$ cat config.mk
export PLATFORM = sky130hd
export DESIGN_NAME = pattern_tx
export DESIGN_NICKNAME = d
export VERILOG_FILES = /design/src/rtl/pattern_tx_pkg.sv /design/src/rtl/flex_counter.sv /design/src/rtl/pattern_tx.sv
export SDC_FILE = /design/constraint.sdc
export NUM_CORES = 1
export LEC_CHECK = 0
export BUFFER_PORTS_ARGS = -buffer_cell sky130_fd_sc_hd__clkbuf_2
export CORE_MARGIN = 1
export CORE_UTILIZATION = 40
export DETAILED_ROUTE_END_ITERATION = 8
export PLACE_DENSITY = 0.66
export SLEW_MARGIN = 20
export SYNTH_ARGS = -nofsm -noshare
export SYNTH_HDL_FRONTEND = slang
export SYNTH_HIERARCHICAL = 1
export SYNTH_SLANG_ARGS = --single-unit
$ cat constraint.sdc
create_clock -name clk -period 2.5 [get_ports clk]
set_input_delay 0.25 -clock clk [delete_from_list [all_inputs] [get_ports clk]]
set_output_delay 0.25 -clock clk [all_outputs]
set_load 0.02 [all_outputs]
$ cat src/rtl/pattern_tx_pkg.sv
// Shared types and widths for the serial pattern transmitter.
package pattern_tx_pkg;

    typedef enum logic [1:0] {IDLE, SEND, GAP, DONE} tx_state_t;

    localparam int PERIOD_W = 8;
    localparam int REPEAT_W = 4;

    function automatic int max_int(input int a, input int b);
        return (a > b) ? a : b;
    endfunction

endpackage

$ cat src/rtl/flex_counter.sv
// Free-running counter that wraps to 0 after reaching rollover_val.
// rollover_flag marks the terminal count of the current cycle.
module flex_counter #(
    parameter int NUM_BITS = 4
) (
    input  logic                clk,
    input  logic                n_rst,
    input  logic                clear,
    input  logic                count_enable,
    input  logic [NUM_BITS-1:0] rollover_val,
    output logic [NUM_BITS-1:0] count_out,
    output logic                rollover_flag
);

    logic [NUM_BITS-1:0] r_count;

    assign rollover_flag = (r_count == rollover_val);
    assign count_out     = r_count;

    always_ff @(posedge clk or negedge n_rst) begin
        if (!n_rst)
            r_count <= '0;
        else if (clear)
            r_count <= '0;
        else if (count_enable)
            r_count <= rollover_flag ? '0 : r_count + NUM_BITS'(1);
    end

endmodule

$ cat src/rtl/pattern_tx.sv
// Serial pattern transmitter: shifts a latched pattern out MSB-first,
// with stretched bits, repeats and zero gap bits between repeats.
module pattern_tx
    import pattern_tx_pkg::*;
#(
    parameter int PAT_W    = 4,
    parameter int GAP_BITS = 2
) (
    input  logic                clk,
    input  logic                n_rst,
    input  logic                start,
    input  logic [PAT_W-1:0]    pattern,
    input  logic [PERIOD_W-1:0] bit_period,
    input  logic [REPEAT_W-1:0] repeat_cnt,
    output logic                serial_out,
    output logic                bit_strobe,
    output logic                busy,
    output logic                done
);

    localparam int BCW = max_int(max_int($clog2(PAT_W), $clog2(GAP_BITS)), 1);
    localparam logic [BCW-1:0] LAST_BIT = BCW'(PAT_W - 1);
    localparam logic [BCW-1:0] LAST_GAP = BCW'((GAP_BITS > 0) ? GAP_BITS - 1 : 0);

    tx_state_t           r_state;
    logic [PAT_W-1:0]    r_shift;
    logic [PAT_W-1:0]    r_pat;
    logic [PERIOD_W-1:0] r_period;
    logic [REPEAT_W-1:0] r_rep;
    logic [BCW-1:0]      r_bitcnt;

    logic                w_busy;
    logic                w_tc;
    logic [PERIOD_W-1:0] w_pcnt;

    assign w_busy = (r_state == SEND) || (r_state == GAP);

    // Timer is held at 0 outside a transmission so every bit starts at count 0.
    flex_counter #(.NUM_BITS(PERIOD_W)) u_timer (
        .clk           (clk),
        .n_rst         (n_rst),
        .clear         (!w_busy),
        .count_enable  (w_busy),
        .rollover_val  (r_period),
        .count_out     (w_pcnt),
        .rollover_flag (w_tc)
    );

    assign serial_out = (r_state == SEND) && r_shift[PAT_W-1];
    assign bit_strobe = w_busy && (w_pcnt == '0);
    assign busy       = w_busy;
    assign done       = (r_state == DONE);

    always_ff @(posedge clk or negedge n_rst) begin
        if (!n_rst) begin
            r_state  <= IDLE;
            r_shift  <= '0;
            r_pat    <= '0;
            r_period <= '0;
            r_rep    <= '0;
            r_bitcnt <= '0;
        end else begin
            case (r_state)
                IDLE, DONE: begin
                    if (start) begin
                        r_shift  <= pattern;
                        r_pat    <= pattern;
                        r_period <= bit_period;
                        r_rep    <= repeat_cnt;
                        r_bitcnt <= '0;
                        r_state  <= SEND;
                    end else begin
                        r_state  <= IDLE;
                    end
                end
                SEND: begin
                    if (w_tc) begin
                        r_shift  <= r_shift << 1;
                        r_bitcnt <= r_bitcnt + BCW'(1);
                        if (r_bitcnt == LAST_BIT) begin
                            r_bitcnt <= '0;
                            if (r_rep == '0) begin
                                r_state <= DONE;
                            end else if (GAP_BITS > 0) begin
                                r_state <= GAP;
                            end else begin
                                // Back-to-back frames: reload without leaving SEND.
                                r_shift <= r_pat;
                                r_rep   <= r_rep - REPEAT_W'(1);
                            end
                        end
                    end
                end
                GAP: begin
                    if (w_tc) begin
                        r_bitcnt <= r_bitcnt + BCW'(1);
                        if (r_bitcnt == LAST_GAP) begin
                            r_bitcnt <= '0;
                            r_shift  <= r_pat;
                            r_rep    <= (r_rep != '0) ? r_rep - REPEAT_W'(1) : '0;
                            r_state  <= SEND;
                        end
                    end
                end
                default: r_state <= IDLE;
            endcase
        end
    end

endmodule

==> results.toml <==
[setup_path]
cp_data_required_time_ps = 2680
r2r_start = "u_timer/count_out[2]$_DFFE_PN0P_"
ff2ff_path_depth = 7
path_buf_inv = 0
cp_max_fo = 7
cpLargestDelayFamily = "simple AND/OR/NAND/NOR gates"
worst_ep_arrival_time_ps = 2280
path_cells = "xnor2_1, nand4_1, nor2_1, a21boi_4, nor3_4, o21ai_2, a22o_1"
r2r_slack_ps = 400
end_kind = "flip-flop"
slowest_stage = "dfrtp_1"
criticalPathCategory = "flip-flop to flip-flop"
cpPeakStageDelay_ps = 440
r2r_end = "r_rep[3]$_DFFE_PN0P_"
start_kind = "flip-flop"

[routing]
drt-initial-drc-count = 49
via_count = 1329
remaining_drc_errors = 1
ant_nets = 0
avgViaCountPerCell = 5.151
totalWireLength_um = 3437
dr.pass1.iters = 6
wl_per_cell_um = 13.32

[clock_tree]
post_cts_buffers = 0
path_clk_slew_ps = 70
htree_levels = 2
cts_root_buf = "clkbuf_8"
cts_sinks = 32
clk_latency_ps = 290
cts_tree = "done"
post_cts_resized = 0
cts_buffers = 5
cts_hold_buf = 0
clk_path_buf_depth = 2

[floorplanning]
start_util = 0.4135
design.die.area_mm2 = 0.004773
die_y_um = 69.09
rows = 24
io_pins = 23
die_w_um = 69.09
core_area_mm2 = 0.004354

[synthesis]
ys_ff_latch = 32
avgSynthCellArea_um2 = 10.06
netlist_area_mm2 = 0.001800
async_flop_share = 1.000
yosys_warnings = 6
synthFlopType = "dfrtp_1"
synth_nets = 205
yosysSeqAreaShare = 0.4448
synth-edff-count = 0
yosysUniqueCellTypes = 35
synthCells = 179

[hold_path]
hold_path.class = "input port to async pin"

[final_layout]
n_fill_cell = 413
antennaDiodeCount = 0
final_nets = 231
syn2layout_area_growth_pct = 13.83
drive_gt1_frac = 0.2524
finalInstanceArea_mm2 = 0.002049

[global_route]
grt_antenna_before_repair = 0
overflow = 0
grt_max_degree = 33
first_global_vias = 1310
top_usage_layer = "met2"
grtUsageMet1 = 0.2066
grt_pass1_wl_um = 6120
met3_usage = 0.04971
met2_usage = 0.2589
grt_usage = 0.1652

[status]
violations = "design-rule violations"
outcome = "finished with violations"

[sta]
finalClockSkew_ps = 2.256
fmax_mhz = 475.3
setup_violations = 0
worst_pin_slew_ps = 779.9
fin_ws_ps = 396.3
fin_crit_sh = 0.8415
rsz0062_at_grt = "no"
report.final.slew_viol_count = 0
period_needed_ps = 2104
finalHoldViolCount = 0
hold_slack_ps = 26.50
slew_headroom = 0.4801
setup_tns_ps = 0

[placed_design]
place_congestion = 0.8001
place_ws_ps = 407.7
place_hpwl_um = 2510
place_area_mm2 = 0.001961
port_buffers = 22

[pwr]
worst_ir_drop_vdd_v = 0.0004456
power.density_mw_per_mm2 = 1053
p_leak_nw = 0.8910

[job]
cap_violations = 0
synth_stat cells, types with 2 or more instances:
library cell	number	area share
dfrtp_1	32	0.44
nand2_1	20	0.042
mux2_2	16	0.10
nor2_1	16	0.033
inv_1	13	0.027
o21ai_0	12	0.033
xnor2_1	12	0.058
ha_1	7	0.049
o211ai_1	5	0.021
a22oi_1	4	0.017
nor3_1	4	0.011
nor4_1	4	0.014
a21oi_1	3	0.0083
buf_2	3	0.0083
nand4_1	3	0.010
nor2b_1	3	0.010
a22o_1	2	0.0097
nand2b_1	2	0.0069
nand3_1	2	0.0056
metal layers:
metal  vias up  part of all wire
met2        26              0.47
met4         0             0.020
met1       624              0.48
li1        673                 -
met5         -                 0
met3         6             0.036
report_power, final:
group | switching (W) | internal, W | total, W
registers | 0.000173 | 0.000714 | 0.000887
logic | 0.000470 | 0.000406 | 0.000877
clock network | 0.000198 | 0.000198 | 0.000395
kinds of logic (layout without fill, tap and decap cells):
family,after synthesis,after routing,synth area share
xor+xnor,13,13,0.06324
mux,17,17,0.1056
buf+inv,18,45,0.04378
compound gates,35,35,0.1411
fa+ha+maj,7,7,0.04864
flops,32,32,0.4448
simple gates,57,57,0.1529
stage by stage:
stage / util / total power (W) / instances
after CTS: 0.4707 / 0.002183 / 258
after detailed placement: 0.4503 / 0.001777 / 250
after global routing: 0.4707 / 0.002331 / 258
after floorplan: - / 0.001550 / 179
after global placement: 0.4503 / 0.001758 / 250
final: 0.4707 / 0.002158 / 258
sequential cells by signal (all words and copies together) (netlist names):
name / count
u_timer/count_out: 8
r_shift: 4
r_state: 2
r_period: 8
r_rep: 4
r_bitcnt: 2
r_pat: 4
cells in the final DEF (no fill, tap or decap), types with 2 or more instances in the layout:
| cell | count |
|---|---|
| a22oi_1 | 4 |
| o21ai_0 | 12 |
| nand4_1 | 3 |
| nand2_1 | 20 |
| nand3_1 | 2 |
| nor2b_1 | 3 |
| o211ai_1 | 5 |
| xnor2_1 | 12 |
| clkbuf_8 | 5 |
| clkbuf_2 | 22 |
| nor4_1 | 4 |
| buf_4 | 2 |
| inv_1 | 13 |
| a22o_1 | 2 |
| nor2_1 | 16 |
| a21oi_1 | 3 |
| dfrtp_1 | 32 |
| nor3_1 | 4 |
| nand2b_1 | 2 |
| ha_1 | 7 |
| mux2_2 | 16 |
worst max path at each step:
stage / depth (start not counted) / startpoint / slack, ps / endpoint
finish: 7 / u_timer/count_out[2]$_DFFE_PN0P_ / 400 / r_rep[3]$_DFFE_PN0P_
global route: 7 / u_timer/count_out[3]$_DFFE_PN0P_ / 160 / r_rep[3]$_DFFE_PN0P_
CTS: 7 / u_timer/count_out[2]$_DFFE_PN0P_ / 380 / r_rep[3]$_DFFE_PN0P_
detailed placement: 7 / u_timer/count_out[2]$_DFFE_PN0P_ / 410 / r_rep[3]$_DFFE_PN0P_
global placement: 7 / u_timer/count_out[2]$_DFFE_PN0P_ / 430 / r_rep[3]$_DFFE_PN0P_
floorplan: 4 / r_state[0]$_DFFE_PN0P_ / 480 / bit_strobe
final cells by class:
| class | instances | area (um2) | area share |
|---|---|---|---|
| flip-flops and latches | 32 | 800.8 | 0.3907 |
| multi-input cells | 129 | 920.9 | 0.4493 |
| well taps | 52 | 65.06 | 0.03175 |
| clock inverters | 2 | 16.27 | 0.007936 |
| repair buffers | 24 | 125.1 | 0.06105 |
| clock buffers | 6 | 72.57 | 0.03541 |
| inverters | 13 | 48.80 | 0.02381 |
No activity file was read; power rests on OpenSTA's default activity.
